<file path="src/rtl/osc_pkg.sv">
// rtl/osc_pkg.sv - shared types and constants for the oscillator voice
// Contents: wave_t waveform select, noise LFSR width/taps, shadow-register reset defaults.
package osc_pkg;

    typedef enum logic [1:0] {
        WAVE_SAW   = 2'd0,
        WAVE_TRI   = 2'd1,
        WAVE_PULSE = 2'd2,
        WAVE_NOISE = 2'd3
    } wave_t;

    // Noise generator: x^15 + x^14 + 1, shifted left with feedback into bit 0.
    localparam int LFSR_W     = 15;
    localparam int LFSR_TAP_A = 14;
    localparam int LFSR_TAP_B = 13;

    localparam logic [2:0] VOL_RESET = 3'd4;

    // Duty reset is half scale for whatever compare width the voice uses.
    function automatic logic [31:0] duty_half(input int width);
        return 32'd1 << (width - 1);
    endfunction

endpackage

</file>
<file path="src/rtl/osc_lfsr.sv">
// rtl/osc_lfsr.sv - 15-bit Fibonacci noise register for the oscillator voice
// Ports:
//   clk     in  system clock
//   rst     in  synchronous active-high reset, loads seed
//   advance in  shift one step this cycle
//   seed    in  LFSR_W-bit reset value (must be nonzero)
//   noise   out current register bit 0
module osc_lfsr
    import osc_pkg::*;
(
    input  logic              clk,
    input  logic              rst,
    input  logic              advance,
    input  logic [LFSR_W-1:0] seed,
    output logic              noise
);

    logic [LFSR_W-1:0] state;

    always_ff @(posedge clk) begin
        if (rst) begin
            state <= seed;
        end else if (advance) begin
            state <= {state[LFSR_W-2:0], state[LFSR_TAP_A] ^ state[LFSR_TAP_B]};
        end
    end

    assign noise = state[0];

endmodule

</file>
<file path="src/rtl/osc_voice.sv">
// rtl/osc_voice.sv - single oscillator voice: phase accumulator, four waveforms, volume shift, hard sync
// Ports:
//   clk_in    in  system clock
//   rst_in    in  synchronous active-high reset
//   step_in   in  sample strobe, advances phase by incr_in
//   incr_in   in  PHASE_W-bit phase increment
//   wave_in   in  waveform select (wave_t encoding)
//   duty_in   in  DUTY_W-bit pulse high-time threshold
//   vol_in    in  attenuation as arithmetic right shift 0..7
//   sync_in   in  hard sync, phase to zero (counts as a wrap)
//   amp_out   out AMP_W-bit signed sample
//   valid_out out one-cycle pulse with each new amp_out
//   wrap_out  out one-cycle pulse after a phase wrap or sync
module osc_voice
    import osc_pkg::*;
#(
    parameter int                PHASE_W   = 32,
    parameter int                AMP_W     = 8,
    parameter int                DUTY_W    = 8,
    parameter logic [LFSR_W-1:0] LFSR_SEED = 15'h7FFF
) (
    input  logic                    clk_in,
    input  logic                    rst_in,
    input  logic                    step_in,
    input  logic [PHASE_W-1:0]      incr_in,
    input  logic [1:0]              wave_in,
    input  logic [DUTY_W-1:0]       duty_in,
    input  logic [2:0]              vol_in,
    input  logic                    sync_in,
    output logic signed [AMP_W-1:0] amp_out,
    output logic                    valid_out,
    output logic                    wrap_out
);

    localparam logic [DUTY_W-1:0] DUTY_RESET = DUTY_W'(duty_half(DUTY_W));
    localparam logic [AMP_W-1:0]  AMP_MIN    = {1'b1, {(AMP_W-1){1'b0}}};
    localparam logic [AMP_W-1:0]  AMP_MAX    = {1'b0, {(AMP_W-1){1'b1}}};

    logic [PHASE_W-1:0] phase_q;
    logic [PHASE_W:0]   sum;
    logic               wrap_now;
    logic               wrap_q;
    logic               fire_q;
    wave_t              wave_q;
    logic [DUTY_W-1:0]  duty_q;
    logic [2:0]         vol_q;
    logic               noise;

    // Carry out of the accumulator is the natural wrap; sync always wraps.
    assign sum      = {1'b0, phase_q} + {1'b0, incr_in};
    assign wrap_now = sync_in | (step_in & sum[PHASE_W]);

    osc_lfsr u_lfsr (
        .clk     (clk_in),
        .rst     (rst_in),
        .advance (wrap_now),
        .seed    (LFSR_SEED),
        .noise   (noise)
    );

    logic [AMP_W-1:0]        t_bits;
    logic [AMP_W-1:0]        u_bits;
    logic [AMP_W-1:0]        tri_bits;
    logic                    pulse_hi;
    logic [AMP_W-1:0]        shaped;
    logic signed [AMP_W-1:0] amp_next;

    always_comb begin
        t_bits   = phase_q[PHASE_W-1 -: AMP_W];
        u_bits   = phase_q[PHASE_W-2 -: AMP_W];
        // Fold the second half of the cycle, then offset by flipping the MSB
        // (subtracting 2^(AMP_W-1) modulo 2^AMP_W).
        tri_bits = (phase_q[PHASE_W-1] ? ~u_bits : u_bits) ^ AMP_MIN;
        pulse_hi = phase_q[PHASE_W-1 -: DUTY_W] < duty_q;
        shaped   = t_bits;
        case (wave_q)
            WAVE_SAW:   shaped = t_bits;
            WAVE_TRI:   shaped = tri_bits;
            WAVE_PULSE: shaped = pulse_hi ? AMP_MAX : AMP_MIN;
            WAVE_NOISE: shaped = noise ? AMP_MAX : AMP_MIN;
            default:    shaped = t_bits;
        endcase
        amp_next = $signed(shaped) >>> vol_q;
    end

    always_ff @(posedge clk_in) begin
        if (rst_in) begin
            phase_q   <= '0;
            wrap_q    <= 1'b0;
            fire_q    <= 1'b0;
            wave_q    <= WAVE_SAW;
            duty_q    <= DUTY_RESET;
            vol_q     <= VOL_RESET;
            amp_out   <= '0;
            valid_out <= 1'b0;
        end else begin
            fire_q <= step_in | sync_in;
            wrap_q <= wrap_now;
            if (sync_in) begin
                phase_q <= '0;
            end else if (step_in) begin
                phase_q <= sum[PHASE_W-1:0];
            end
            // Settings only land at a wrap so a cycle never changes shape mid-way.
            if (wrap_now) begin
                wave_q <= wave_t'(wave_in);
                duty_q <= duty_in;
                vol_q  <= vol_in;
            end
            valid_out <= fire_q;
            if (fire_q) begin
                amp_out <= amp_next;
            end
        end
    end

    assign wrap_out = wrap_q;

endmodule
</file>
<file path="config.mk">
export PLATFORM = sky130hd
export DESIGN_NAME = osc_voice
export DESIGN_NICKNAME = d
export VERILOG_FILES = /design/src/rtl/osc_pkg.sv /design/src/rtl/osc_lfsr.sv /design/src/rtl/osc_voice.sv
export SDC_FILE = /design/constraint.sdc
export NUM_CORES = 1
export LEC_CHECK = 0
export ABC_CLOCK_PERIOD_IN_PS = 8180
export CORE_MARGIN = 10
export CORE_UTILIZATION = 32
export DETAILED_ROUTE_END_ITERATION = 6
export PLACE_DENSITY_LB_ADDON = 0.05
export SLEW_MARGIN = 20
export SYNTH_ARGS = -nofsm -noshare
export SYNTH_HDL_FRONTEND = slang
export SYNTH_SLANG_ARGS = --single-unit
</file>
<file path="constraint.sdc">
create_clock -name clk_in -period 8.18 [get_ports clk_in]
set_clock_uncertainty 0.2 [all_clocks]
set_input_delay 2.045 -clock clk_in [delete_from_list [all_inputs] [get_ports clk_in]]
set_output_delay 2.045 -clock clk_in [all_outputs]
set_load 0.1 [all_outputs]
</file>
==> results_dict.tcl, run 1 <==
set metrics [dict create \
    outcome "finished, final reports clean" \
    syn_area_um2 4886 \
    start_util_pct 32.38 \
    wire_per_inst_um 16.04 \
    startpoint_type "input port" \
    p_per_area_nw_per_um2 173.2 \
    fin_crit_ns 5.291 \
    syn_avg_cell_area_um2 8.103 \
    num_rows 45 \
    max_freq_ghz 0.1890 \
    post-cts-setup-buffers 0 \
    drt-total-wl_mm 13.40 \
    ys_types 67 \
    leakagePower_uw 0.002392 \
    synthCells 603 \
    fin_cells 835 \
    clock-sinks 71 \
    synth-edff-count 0 \
    die_w_um 143.6 \
    drive_gt1_share_pct 5.564 \
    ys_seq_elements 71 \
    diodes 0 \
    fp.dieH_um 143.6 \
    worstSkewPairLatency_ns 0.34 \
    yosysSeqAreaShare_pct 29.09 \
    cts_resized 0 \
    fin_tns_setup_ns 0 \
    rsz0062_at_grt "no" \
    dr.pass1.iters 4 \
    cts_buffers 9 \
    hold_viol 0 \
    root_buffer "clkbuf_16" \
    post-dp-hpwl_mm 9.818 \
    hold_class "reg2reg" \
    place.gp.congestion 0.8040 \
    synth_warnings 0 \
    dp_cells 819 \
    core-area_um2 15090 \
    io_buffer_count 58 \
    grt_pass1_vias 4377 \
    syn2layout_area_growth_pct 19.87 \
    max_slew_margin_pct 33.69 \
    nets 731 \
    grt_max_degree 58 \
    crit_fanout 45 \
    dieArea_um2 20610 \
    clkTransAtPathRegs_ns 0.06 \
    htreeDepth 3 \
    hold_start "amp_out[5]" \
    finalMaxSlewViolations 0 \
    antenna_found_initial 0 \
    startpoint "incr_in[0]" \
    drc 0 \
    timing.rr.start "phase_q[0]" \
    p_total_uw 1014 \
    drt-initial-drc-count 242 \
    cts.path.max_buffers 2 \
    dr_total_vias 4413 \
    netlist_top_cells_area "dfxtp_1 (29%), ha_1 (10%), nor2_1 (6.5%)" \
    tightestPinTransition_ns 0.9946 \
    grt_pass1_wl_mm 22.17 \
    synth_ff_type "dfxtp_1" \
    tritoncts "built" \
    ios 59 \
    cp.arrival_ns 5.29 \
    ys_top_cells_by_count "nor2_1 (84), dfxtp_1 (71), a21oi_1 (55), ha_1 (39), nor3_1 (32)" \
    cp-end-kind "flop" \
    overflow 0 \
    critical_path_required_ns 8.17 \
    yosys.area.top_type_share_pct 29.09 \
    postCtsHoldBufs 0 \
    ant_nets 0 \
    setup_viol 0 \
    ir_drop_mv 0.09018 \
    syn-num-nets 692 \
    yosysTopAreaCell "dfxtp_1" \
    synth.most_common_cell "nor2_1" \
    path_class "in2reg" \
    drv_cap 0 \
    async_flop_share_pct 0 \
    vias_per_cell 5.285 \
    gr-usage-all-layers_pct 13.37 \
    period_share_pct 64.69 \
]
power breakdown:
part | internal [uW] | switching (uW) | total [uW]
clock network | 212 | 174 | 385
registers | 363 | 18.7 | 382
logic | 103 | 144 | 247
total | 678 | 337 | 1010
registers in the layout, indices dropped and copies added (netlist names):
register and cells:
wave_q 2, amp_out 8, valid_out 1, wrap_out 1
duty_q 8, fire_q 1, phase_q 32, vol_q 3
u_lfsr.state 15
cell usage in the layout (no fill, tap or decap), types with 9 or more instances in the layout:
cell type / n
a211oi_1: 15
clkbuf_16: 9
nand2_1: 28
mux2i_1: 28
nand3_1: 16
a21oi_1: 55
nor3_1: 32
inv_1: 26
dfxtp_1: 71
o21ai_0: 30
a21o_1: 17
xnor2_1: 21
clkdlybuf4s50_1: 57
ha_1: 39
nor2_1: 83
per-stage QoR:
step	worst slack [ns]	hold slack (ns)	cell area, um2	utilization [%]
after floorplan	3.414	0.2571	4886	-
after global placement	2.587	0.2661	5570	36.92
after detailed placement	2.536	0.2772	5570	36.92
after CTS	2.898	0.2876	5857	38.81
after global routing	2.694	0.3077	5857	38.81
final	2.889	0.2834	5857	38.81
area by class of cell:
cell class | instances | area [um2]
Inverter | 26 | 97.59
Sequential cell | 71 | 1421
Fill cell | 1564 | 9233
Clock buffer | 9 | 225.2
Tap cell | 188 | 235.2
Timing Repair Buffer | 61 | 598.1
Multi-Input combinational cell | 473 | 3218
Clock inverter | 7 | 61.31
path summary, 6_finish.rpt:
kind | end | depth (start not counted) | slack, ns
setup / recovery | duty_q[3] | 12 | 2.89
hold / removal | amp_out[5] | 2 | 0.28
setup reg to reg | duty_q[3] | 11 | 4.70
hold reg to reg | amp_out[5] | 2 | 0.28
critical path, cell delays in order:
cell	delay, ns
clkdlybuf4s50_1	0.41
ha_1	0.24
fa_1	0.43
a211o_1	0.33
a21oi_4	0.18
nor2_2	0.07
o41ai_4	0.44
a21oi_2	0.14
o41ai_4	0.21
buf_4	0.48
mux2i_1	0.24
nor2_1	0.06
kinds of logic (layout without fill, tap and decap cells):
family          Yosys count  after routing  synth area share (%)
compound gates          179            179                 25.15
xor+xnor                 29             29                 5.199
fa+ha+maj                40             40                 10.40
buf+inv                  59            103                 5.327
flops                    71             71                 29.09
mux                      30             30                 6.428
simple gates            195            195                 18.41
layer usage:
| metal | wire length, um | global-route usage (%) |
|---|---|---|
| met1 | 5868 | 15.45 |
| met5 | 0 | 0 |
| met2 | 6752 | 23.19 |
| met3 | 549 | 4.092 |
| met4 | 224 | 3.869 |
(Power assumes the default switching activity.)
==> run 2: changes to the inputs <==
--- a/config.mk
+++ b/config.mk
@@ -5,7 +5,7 @@
 export SDC_FILE = /design/constraint.sdc
 export NUM_CORES = 1
 export LEC_CHECK = 0
-export ABC_CLOCK_PERIOD_IN_PS = 8180
+export ABC_CLOCK_PERIOD_IN_PS = 4400
 export CORE_MARGIN = 10
 export CORE_UTILIZATION = 32
 export DETAILED_ROUTE_END_ITERATION = 6
==> constraint.sdc (replaced) <==
create_clock -name clk_in -period 4.4 [get_ports clk_in]
set_clock_uncertainty 0.2 [all_clocks]
set_input_delay 1.1 -clock clk_in [delete_from_list [all_inputs] [get_ports clk_in]]
set_output_delay 1.1 -clock clk_in [all_outputs]
set_load 0.1 [all_outputs]
==> run 2 against run 1 <==
Against the previous run:
- register-to-register slack got worse by 3.5 ns
- sequential share of layout area fell by 0.66 points
- worst setup slack got worse by 2.5 ns
- die area did not move
- power rose by 98%
- global-route usage rose by 0.075 points
- largest cell class unchanged
==> results_dict.tcl, run 2 (synthesized netlist as in run 1, its figures left out) <==
set metrics [dict create \
    outcome "finished, final reports clean" \
    grt_max_degree 56 \
    cts_buffers 9 \
    setup_viol 0 \
    dr.pass1.iters 4 \
    rrSetupSlack_ns 1.24 \
    worstPathCellList "clkdlybuf4s50_1, ha_1, fa_1, a211o_1, a21oi_4, nor2_2, o41ai_4, a21oi_2, o41ai_4, buf_12, buf_4, nor3_1, a21oi_1" \
    drv_cap 0 \
    fin_crit_ns 4.014 \
    path_class "in2reg" \
    placed_area_um2 5693 \
    antenna_found_initial 0 \
    timing.rr.start "phase_q[0]" \
    fin_util_pct 39.90 \
    period_share_pct 91.23 \
    final_common_cell "nor2_1" \
    post-route-cell-area_um2 6021 \
    vias_per_cell 5.241 \
    crit_fanout 40 \
    ios 59 \
    overflow 0 \
    max_slew_margin_pct 34.07 \
    io_buffer_count 58 \
    reg_top3 "phase_q x32, u_lfsr.state x15" \
    worstSkewPairLatency_ns 0.35 \
    tightestPinTransition_ns 0.9859 \
    drive_gt1_share_pct 7.553 \
    grt_pass1_vias 4366 \
    cp.arrival_ns 4.09 \
    fin_ws_ns 0.3860 \
    dieArea_um2 20610 \
    max_freq_ghz 0.2491 \
    startpoint_type "input port" \
    post-dp-hpwl_mm 10.02 \
    nets 746 \
    hold_viol 0 \
    leakagePower_uw 0.002488 \
    cp-end-kind "flop" \
    clkTransAtPathRegs_ns 0.06 \
    p_per_area_nw_per_um2 333.7 \
    drc 0 \
    r2r_cells 12 \
    postCtsHoldBufs 0 \
    dp_slack_ns -0.004413 \
    path_common_cell "o41ai_4" \
    critical_path_required_ns 4.48 \
    crit_slowest_cell "clkdlybuf4s50_1" \
    syn2layout_area_growth_pct 23.23 \
    layout_common_cells "nor2_1 (84), dfxtp_1 (71), clkdlybuf4s50_1 (57)" \
    top_register "phase_q" \
    drt-initial-drc-count 241 \
    reg2reg_to "u_lfsr.state[12]" \
    rsz0062_at_grt "no" \
    hold_class "reg2reg" \
    cts_resized 0 \
    htreeDepth 3 \
    wire_per_inst_um 15.85 \
    core-area_um2 15090 \
    largest_reg_flops 32 \
    hold_start "amp_out[4]" \
    post-cts-setup-buffers 0 \
    start_util_pct 32.38 \
    cts.path.max_buffers 2 \
    ir_drop_mv 0.1982 \
    path_delay_family "compound AO/OA/AOI/OAI gates" \
    ant_nets 0 \
    gr-usage-all-layers_pct 13.44 \
    diodes 0 \
    dr_total_vias 4455 \
    cp.buffers_inverters 3 \
    finalMaxSlewViolations 0 \
    fin_tns_setup_ns 0 \
    place.gp.congestion 0.8147 \
    worstHoldPathCells 2 \
    die_w_um 143.6 \
    tritoncts "built" \
    slowest_delay_ns 0.40 \
    clock-sinks 71 \
    root_buffer "clkbuf_16" \
    fp.dieH_um 143.6 \
    grt_pass1_wl_mm 22.22 \
    drt-total-wl_mm 13.47 \
    num_rows 45 \
    hold_path_end "amp_out[4]" \
]
[run 2: cell count changes in the layout (fill, tap and decap cells not counted), sizes merged]
| cell | delta |
|---|---|
| bufinv | +2 |
| clkinvlp | -1 |
| clkinv | +1 |
| buf | +15 |
| inv | -2 |
[run 2: routing by layer]
metal / vias up / GRT usage, % / part of all wire (%) / wire (um)
met5: - / 0 / 0 / 0
met4: 0 / 3.546 / 1.3 / 172
met3: 16 / 3.597 / 4.0 / 534
met2: 68 / 22.80 / 49 / 6545
met1: 2064 / 16.39 / 46 / 6221
li1: 2307 / - / - / -
[run 2: worst max path at each step]
stage | startpoint | end | slack, ns | depth (start not counted)
floorplan | incr_in[0] | wave_q[0] | 0.58 | 12
global placement | incr_in[0] | u_lfsr.state[12] | 0.07 | 13
detailed placement | incr_in[0] | u_lfsr.state[12] | -0.004 | 13
CTS | incr_in[0] | u_lfsr.state[12] | 0.35 | 13
global route | incr_in[0] | u_lfsr.state[13] | 0.18 | 13
finish | incr_in[0] | u_lfsr.state[12] | 0.39 | 13
[run 2: power breakdown]
part	total, uW	switching [uW]	leakage, uW	internal [uW]
sequential	710	35.3	0.000580	675
combinational	475	271	0.00175	203
clock	825	321	0.000157	504
[run 2: cell type report]
type                       count  area, um2
sequential                    71       1421
multi-input combinational    473       3216
fill                        1545       9069
inverter                      26      97.59
clock buffer                   9      225.2
tap                          188      235.2
timing repair buffer          76      723.2
clock inverter                 7      102.6
[run 2: per-stage QoR]
step / std cells / hold slack (ns) / total power (uW)
6_report: 850 / 0.2801 / 2009
5_1_grt: 850 / 0.3162 / 2110
4_1_cts: 850 / 0.2857 / 2041
3_5_place_dp: 834 / 0.2770 / 1200
3_3_place_gp: 834 / 0.2729 / 1198
2_1_floorplan: 603 / 0.2571 / 1058
[run 2: worst register-to-register path, stage by stage (launching register included)]
cell and delay [ns]:
dfxtp_1 0.32, ha_1 0.21, fa_1 0.39, a211o_1 0.32, a21oi_4 0.18, nor2_2 0.07
o41ai_4 0.36, a21oi_2 0.12, o41ai_4 0.28, buf_12 0.26, buf_4 0.18, nor3_1 0.05
a21oi_1 0.15
==> run 3: changes to the inputs <==
==> constraint.sdc (replaced) <==
create_clock -name clk_in -period 4.4 [get_ports clk_in]
set_clock_uncertainty 0.2 [all_clocks]
set_input_delay 0.66 -clock clk_in [delete_from_list [all_inputs] [get_ports clk_in]]
set_output_delay 0.66 -clock clk_in [all_outputs]
set_load 0.1 [all_outputs]
==> run 3 against run 2 <==
Against the previous run:
- first-iteration DRC count is 23% lower
- sequential cell count stayed put
- critical path type unchanged
- sequential share of layout area is 0.51 points higher
- wire length is 2.0% lower
- power is 6.3% lower
- largest cell class unchanged
- die area stayed put
- core utilization is 0.84 points lower
- final cell count is 1.3% lower
==> results_dict.tcl, run 3 (synthesized netlist as in run 1, its figures left out) <==
set metrics [dict create \
    post-cts-setup-buffers 0 \
    syn2layout_area_growth_pct 20.64 \
    startpoint_type "input port" \
    top_register "phase_q" \
    rsz0062_at_grt "no" \
    crit_fanout 45 \
    worstPathCellList "clkdlybuf4s50_1, ha_1, fa_1, a211o_1, a21oi_4, nor2_2, o41ai_4, a21oi_2, o41ai_4, buf_12, mux2i_1, nor2_1" \
    cp-end-kind "flop" \
    dr.pass1.iters 4 \
    wire_per_inst_um 15.74 \
    slowest_delay_ns 0.44 \
    worstHoldPathCells 2 \
    fp.dieH_um 143.6 \
    antenna_found_initial 0 \
    post-dp-hpwl_mm 9.808 \
    dieArea_um2 20610 \
    grt_max_degree 57 \
    htreeDepth 3 \
    diodes 0 \
    clock-sinks 71 \
    fin_tns_setup_ns 0 \
    cts_buffers 9 \
    path_common_cell "o41ai_4" \
    period_share_pct 84.39 \
    cts.path.max_buffers 2 \
    fin_util_pct 39.06 \
    ir_drop_mv 0.1680 \
    ios 59 \
    max_slew_margin_pct 34.41 \
    clkTransAtPathRegs_ns 0.06 \
    cp.depth 12 \
    die_w_um 143.6 \
    reg_top3 "phase_q x32, u_lfsr.state x15" \
    outcome "finished, final reports clean" \
    setup_viol 0 \
    tritoncts "built" \
    cts_resized 0 \
    cp.buffers_inverters 2 \
    root_buffer "clkbuf_16" \
    r2r_cells 11 \
    hold_start "amp_out[3]" \
    cp.arrival_ns 3.73 \
    tightestPinTransition_ns 0.9808 \
    start_util_pct 32.38 \
    num_rows 45 \
    hold_class "reg2reg" \
    ff_latch_area_um2 1421 \
    multi_input_area_um2 3216 \
    timing.rr.start "phase_q[0]" \
    nFillCells 1552 \
    ant_nets 0 \
    gr-usage-all-layers_pct 13.14 \
    max_freq_ghz 0.2693 \
    fin_crit_ns 3.713 \
    grt_pass1_vias 4374 \
    critical_path_required_ns 4.41 \
    layout_common_cells "nor2_1 (84), dfxtp_1 (71), clkdlybuf4s50_1 (57)" \
    hold_path_end "amp_out[3]" \
    leakagePower_uw 0.002411 \
    drc 0 \
    hold_viol 0 \
    path_delay_family "compound AO/OA/AOI/OAI gates" \
    path_class "in2reg" \
    io_buffer_count 58 \
    drv_cap 0 \
    finalMaxSlewViolations 0 \
    p_per_area_nw_per_um2 319.3 \
    largest_reg_flops 32 \
    vias_per_cell 5.296 \
    final_common_cell "nor2_1" \
    drt-total-wl_mm 13.20 \
    dr_total_vias 4443 \
    drive_gt1_share_pct 5.991 \
    rrSetupSlack_ns 1.13 \
    postCtsHoldBufs 0 \
    overflow 0 \
    nets 735 \
    core-area_um2 15090 \
    grt_pass1_wl_mm 21.75 \
    reg2reg_to "duty_q[1]" \
    crit_slowest_cell "o41ai_4" \
    worstSkewPairLatency_ns 0.34 \
    drt-initial-drc-count 185 \
    place.gp.congestion 0.8117 \
]
[run 3: cell count changes in the layout (fill, tap and decap cells not counted), sizes merged]
cell      delta
buf         -11
inv          -2
clkbuf       +1
clkinv       +1
bufinv       -2
clkinvlp     +2
[run 3: worst register-to-register path, stage by stage (launching register included)]
cell and delay [ns]:
dfxtp_1 0.31, ha_1 0.21, fa_1 0.43, a211o_1 0.33, a21oi_4 0.17, nor2_2 0.07
o41ai_4 0.44, a21oi_2 0.13, o41ai_4 0.28, buf_12 0.27, mux2i_1 0.25, nor2_1 0.06
[run 3: routing by layer]
metal	wire, um	GRT usage, %
met5	0	0
met4	269	5.535
met3	468	3.003
met2	6512	22.80
met1	5951	15.17
[run 3: worst max path at each step]
stage | to | startpoint
2_1_floorplan | wave_q[0] | incr_in[0]
3_3_place_gp | phase_q[26] | incr_in[0]
3_5_place_dp | duty_q[1] | incr_in[0]
4_1_cts | duty_q[1] | incr_in[0]
5_1_grt | phase_q[26] | incr_in[0]
6_report | duty_q[1] | incr_in[0]
[run 3: final cells by class]
type / instances / area share (%)
sequential: 71 / 24.11
multi-input combinational: 473 / 54.55
timing repair buffer: 65 / 10.87
inverter: 26 / 1.656
clock buffer: 10 / 4.054
clock inverter: 6 / 0.7642
tap: 188 / 3.991
[run 3: power by group]
part / total, uW / switching (uW) / internal (uW)
combinational: 466 / 269 / 197
clock: 706 / 307 / 399
sequential: 710 / 34.9 / 675
[run 3: metrics by stage]
step / setup WS, ns / power (uW) / hold slack [ns] / area [um2] / std cells
floorplan: 1.019 / 1058 / 0.2571 / 4886 / 603
global placement: 0.3619 / 1189 / 0.2704 / 5610 / 823
detailed placement: 0.3163 / 1193 / 0.2722 / 5610 / 823
CTS: 0.6777 / 1922 / 0.2858 / 5894 / 839
global route: 0.4963 / 1991 / 0.3134 / 5894 / 839
finish: 0.6871 / 1882 / 0.2778 / 5894 / 839
